===== src/rtl/seq_bam_mult.sv =====
// Sequential broken-array multiplier: accumulates one kept partial-product
// row per clock, with per-operation horizontal/vertical break levels.
module seq_bam_mult #(
   parameter int N  = 8,
   parameter int HW = $clog2(N + 1),
   parameter int VW = $clog2(2 * N)
) (
   input  logic            clk,
   input  logic            rst_n,
   input  logic            in_valid,
   output logic            in_ready,
   input  logic [N-1:0]    a,
   input  logic [N-1:0]    b,
   input  logic [HW-1:0]   cfg_h,
   input  logic [VW-1:0]   cfg_v,
   output logic            out_valid,
   input  logic            out_ready,
   output logic [2*N-1:0]  p,
   output logic            busy
);

   localparam int JW = (N > 2) ? $clog2(N) : 1;
   localparam int SW = VW + 1;
   localparam logic [HW-1:0] NH    = HW'(N);
   localparam logic [JW-1:0] JLAST = JW'(N - 1);

   typedef enum logic [1:0] {
      IDLE = 2'd0,
      RUN  = 2'd1,
      DONE = 2'd2
   } state_t;

   state_t           state_q, state_d;
   logic [N-1:0]     a_q, b_q;
   logic [VW-1:0]    cfgv_q;
   logic [JW-1:0]    j_q;
   logic [2*N-1:0]   acc_q, p_q;
   logic [N-1:0]     mask;
   logic [2*N-1:0]   row, acc_nxt;
   logic             accept, skip, last;

   assign accept = (state_q == IDLE) && in_valid;
   assign skip   = (cfg_h >= NH);
   assign last   = (j_q == JLAST);

   // Keep term i of row j only when i + j reaches the vertical break.
   always_comb begin
      mask = '0;
      for (int i = 0; i < N; i++) begin
         mask[i] = (SW'(i) + SW'(j_q)) >= SW'(cfgv_q);
      end
   end

   always_comb begin
      row = '0;
      if (b_q[j_q]) begin
         row = {{N{1'b0}}, a_q & mask} << j_q;
      end
   end

   assign acc_nxt = acc_q + row;

   always_ff @(posedge clk or negedge rst_n) begin
      if (!rst_n) begin
         state_q <= IDLE;
      end else begin
         state_q <= state_d;
      end
   end

   always_comb begin
      state_d = state_q;
      unique case (state_q)
         IDLE: begin
            if (in_valid) begin
               state_d = skip ? DONE : RUN;
            end
         end
         RUN: begin
            if (last) begin
               state_d = DONE;
            end
         end
         DONE: begin
            if (out_ready) begin
               state_d = IDLE;
            end
         end
         default: state_d = IDLE;
      endcase
   end

   always_comb begin
      in_ready  = (state_q == IDLE);
      out_valid = (state_q == DONE);
      busy      = (state_q == RUN) || (state_q == DONE);
   end

   always_ff @(posedge clk or negedge rst_n) begin
      if (!rst_n) begin
         a_q    <= '0;
         b_q    <= '0;
         cfgv_q <= '0;
         j_q    <= '0;
         acc_q  <= '0;
         p_q    <= '0;
      end else if (accept) begin
         a_q    <= a;
         b_q    <= b;
         cfgv_q <= cfg_v;
         acc_q  <= '0;
         if (skip) begin
            p_q <= '0;
         end else begin
            j_q <= cfg_h[JW-1:0];
         end
      end else if (state_q == RUN) begin
         acc_q <= acc_nxt;
         j_q   <= j_q + 1'b1;
         if (last) begin
            p_q <= acc_nxt;
         end
      end
   end

   assign p = p_q;

endmodule

===== config.mk =====
export PLATFORM = sky130hd
export DESIGN_NAME = seq_bam_mult
export DESIGN_NICKNAME = d
export VERILOG_FILES = /design/src/rtl/seq_bam_mult.sv
export SDC_FILE = /design/constraint.sdc
export NUM_CORES = 1
export LEC_CHECK = 0
export CAP_MARGIN = 20
export CORE_MARGIN = 5
export CORE_UTILIZATION = 28
export DETAILED_ROUTE_END_ITERATION = 8
export PLACE_DENSITY = 0.59
export SLEW_MARGIN = 20
export SYNTH_ARGS = -nofsm -noshare
export SYNTH_HDL_FRONTEND = slang
export SYNTH_SLANG_ARGS = --single-unit

===== constraint.sdc =====
create_clock -name clk -period 4.68 [get_ports clk]
set_input_delay 1.17 -clock clk [delete_from_list [all_inputs] [get_ports clk]]
set_output_delay 1.17 -clock clk [all_outputs]
set_load 0.02 [all_outputs]

==> flow_metrics.env, run 1 <==
export IMPL_clkTransAtPathRegs_ns=0.05
export IMPL_post_cts_setup_buffer_count=0
export IMPL_yosysWarnings=0
export IMPL_synth_distinct_cells=60
export IMPL_syn_area_per_cell_um2=8.769
export IMPL_max_freq_mhz=228.0
export IMPL_wl_um=10940
export IMPL_rows=44
export IMPL_critPathMaxStageDelay_ns=0.38
export IMPL_area_delta_synth_final_pct=24.23
export IMPL_power_leakage_uw=0.002388
export IMPL_rr_startpoint="j_q[1]"
export IMPL_worstPathArrival_ns=4.57
export IMPL_drive_gt1_share_pct=8.077
export IMPL_setup_violations=0
export IMPL_initial_core_util_pct=28.47
export IMPL_worstPathCellList="buf_4, ha_1, ha_1, inv_1, ha_1, and3_1, a21oi_1, o21ai_1, mux2_2, a32o_1, a22o_1, ha_1, and3_1, a221o_1, a221oi_4, o21ba_2, xor2_1, o31ai_1"
export IMPL_synth_area_top_cells="dfrtp_1, ha_1, nand2_1"
export IMPL_grt_usage_pct=12.93
export IMPL_crit_family="compound AO/OA/AOI/OAI gates"
export IMPL_core_area_um2=14480
export IMPL_async_reset_ff_share_pct=100.0
export IMPL_skew_ns=0.006842
export IMPL_h_tree_depth=3
export IMPL_cp_common_cell="ha_1"
export IMPL_cts_buffer_depth=2
export IMPL_ys_seq_area_share_pct=34.61
export IMPL_multiInputGateArea_um2=2541
export IMPL_die_area_um2=17250
export IMPL_remaining_drc_errors=0
export IMPL_fin_crit_ns=4.385
export IMPL_clkLatencyLatePin_ns=0.34
export IMPL_rsz0062_at_grt="false"
export IMPL_grt_ovfl_total=0
export IMPL_tightest_slew_ns=1.031
export IMPL_syn_nets=546
export IMPL_antenna_found_initial=0
export IMPL_vias=3588
export IMPL_hold_viol_final=0
export IMPL_tns_ns=0
export IMPL_max_slew_margin_pct=31.24
export IMPL_synthMostInstantiatedCell="nand2_1"
export IMPL_critPathBufInv=2
export IMPL_first_global_vias=3556
export IMPL_ant_nets=0
export IMPL_end_kind="flip-flop"
export IMPL_yosys_top_cells_count="nand2_1, dfrtp_1, ha_1"
export IMPL_gp_congestion=0.8959
export IMPL_cts_sinks=57
export IMPL_grt_max_degree=33
export IMPL_worst_hold_path_type="reg2reg"
export IMPL_wl_per_cell_um=15.54
export IMPL_diodes=0
export IMPL_viasPerCell=5.097
export IMPL_synth_edff_count=0
export IMPL_final_max_slew_viol_count=0
export IMPL_critPathMaxFanout=5
export IMPL_cts_tree="done"
export IMPL_die_y_um=131.3
export IMPL_cp_data_required_time_ns=4.86
export IMPL_nFillCells=1485
export IMPL_dp_hpwl_um=8081
export IMPL_synth_seq_cells=57
export IMPL_critPathLaunchType="flip-flop"
export IMPL_layout_nets=591
export IMPL_synth_top_area_share_pct=34.61
export IMPL_synth_top_area_cell="dfrtp_1"
export IMPL_peakVddDrop_v=0.0002200
export IMPL_grt_pass1_wl_um=18300
export IMPL_status="complete, no violations"
export IMPL_cap_violations=0
export IMPL_fin_crit_sh_pct=93.70
export IMPL_critPathLaunch="j_q[1]"
export IMPL_synth_cells=470
export IMPL_hp_start="a_q[0]"
export IMPL_num_io_pins=47
export IMPL_crit_type="reg2reg"
export IMPL_die_w_um=131.3
export IMPL_netlist_area_um2=4121
export IMPL_seqCellArea_um2=1426
export IMPL_cts_root_buf="clkbuf_16"
export IMPL_hold_ws_ns=0.4678
export IMPL_p_per_area_nw_per_um2=666.6
export IMPL_io_buffer_count=46
export IMPL_numCtsBuffers=9
export IMPL_drtIter0Drc=425
export IMPL_crit_slowest_cell="dfrtp_1"
export IMPL_drt_first_pass_iters=5
export IMPL_synthFlopType="dfrtp_1"
registers in the layout, summed over array words and instances (netlist names):
signal   cells
a_q          8
cfgv_q       4
p           16
state_q      2
acc_q       16
j_q          3
b_q          8
power breakdown:
part,switching [uW],internal (uW),leakage [uW]
Clock,234,455,0.000153
Sequential,123,663,0.000744
Combinational,1150,785,0.00149
timing repair:
| item | in CTS | in global routing |
|---|---|---|
| endpoints found under the setup margin | 0 | 12 |
| hold buffers | 0 | 0 |
| gates resized for setup | 0 | 5 |
routing by layer:
| layer | up-vias | part of all wire (%) | global-route usage (%) |
|---|---|---|---|
| met2 | 104 | 43 | 18.99 |
| met1 | 1697 | 51 | 18.52 |
| met5 | - | 0 | 0 |
| li1 | 1775 | - | - |
| met4 | 0 | 1.4 | 3.943 |
| met3 | 12 | 5.1 | 3.517 |
worst paths after layout:
kind                          end  slack [ns]  depth (start not counted)
max                         p[12]        0.29                         18
min                        a_q[0]        0.47                          2
max reg2reg                 p[12]        0.29                         18
min reg2reg                a_q[0]        0.47                          2
max in group asynchronous  a_q[0]        3.00                          2
min in group asynchronous   p[11]        0.83                          1
worst register-to-register path, delay by kind of cell, from the launching register on:
family	cells	cell delay, ns
buf+inv	2	0.24
xor+xnor	1	0.15
compound gates	8	1.71
fa+ha+maj	4	1.03
flops	1	0.38
mux	1	0.31
simple gates	2	0.42
cell families after synthesis:
group,after synthesis,synth area share (%)
flip-flops,57,34.61
AND/OR/NAND/NOR,172,18.76
multiplexers,17,4.523
XOR/XNOR,13,2.763
buffers and inverters,44,4.068
AO/OA/AOI/OAI,119,20.52
adder cells (fa/ha/maj),48,14.75
final cells by class:
cell class	count	area share, %
inverters	22	1.613
well taps	184	4.497
clock buffers	14	5.352
flip-flops and latches	57	27.86
clock inverters	2	0.6843
repair buffers	56	10.36
multi-input cells	369	49.63
cell usage in the layout (no fill, tap or decap), types with 4 or more instances in the layout:
cell              n
buf_4            10
clkbuf_16         9
xor2_1            4
ha_1             47
nand3_1          12
nor2b_1           4
nor3_1           10
and2_1            4
a21o_1            8
o21ai_0          30
a22o_1            7
mux2i_1          13
nand2_1          84
dfrtp_1          57
a21oi_1          20
clkdlybuf4s50_1  45
nand4_1           6
xnor2_1           9
o31ai_1           5
nor2_1           31
inv_1            20
and3_1            7
a211oi_1          8
stage by stage:
stage	instances	total power, uW	setup slack (ns)	instance area (um^2)	util [%]
3_5_place_dp	688	2689	0.1786	4801	33.16
3_3_place_gp	688	2648	0.2338	4801	33.16
5_1_grt	704	3712	0.02890	5120	35.36
4_1_cts	704	3399	0.1702	5110	35.29
2_1_floorplan	470	2118	0.07471	4121	-
6_report	704	3413	0.2949	5120	35.36
No activity file was read; power rests on OpenSTA's default activity.
==> inputs of run 2 (changes only) <==
--- a/config.mk
+++ b/config.mk
@@ -10,7 +10,6 @@
 export CORE_UTILIZATION = 28
 export DETAILED_ROUTE_END_ITERATION = 8
 export PLACE_DENSITY = 0.59
-export SLEW_MARGIN = 20
 export SYNTH_ARGS = -nofsm -noshare
 export SYNTH_HDL_FRONTEND = slang
 export SYNTH_SLANG_ARGS = --single-unit
==> results of run 2 <==
The final DEF is identical to that of run 1; final timing and power are the same.
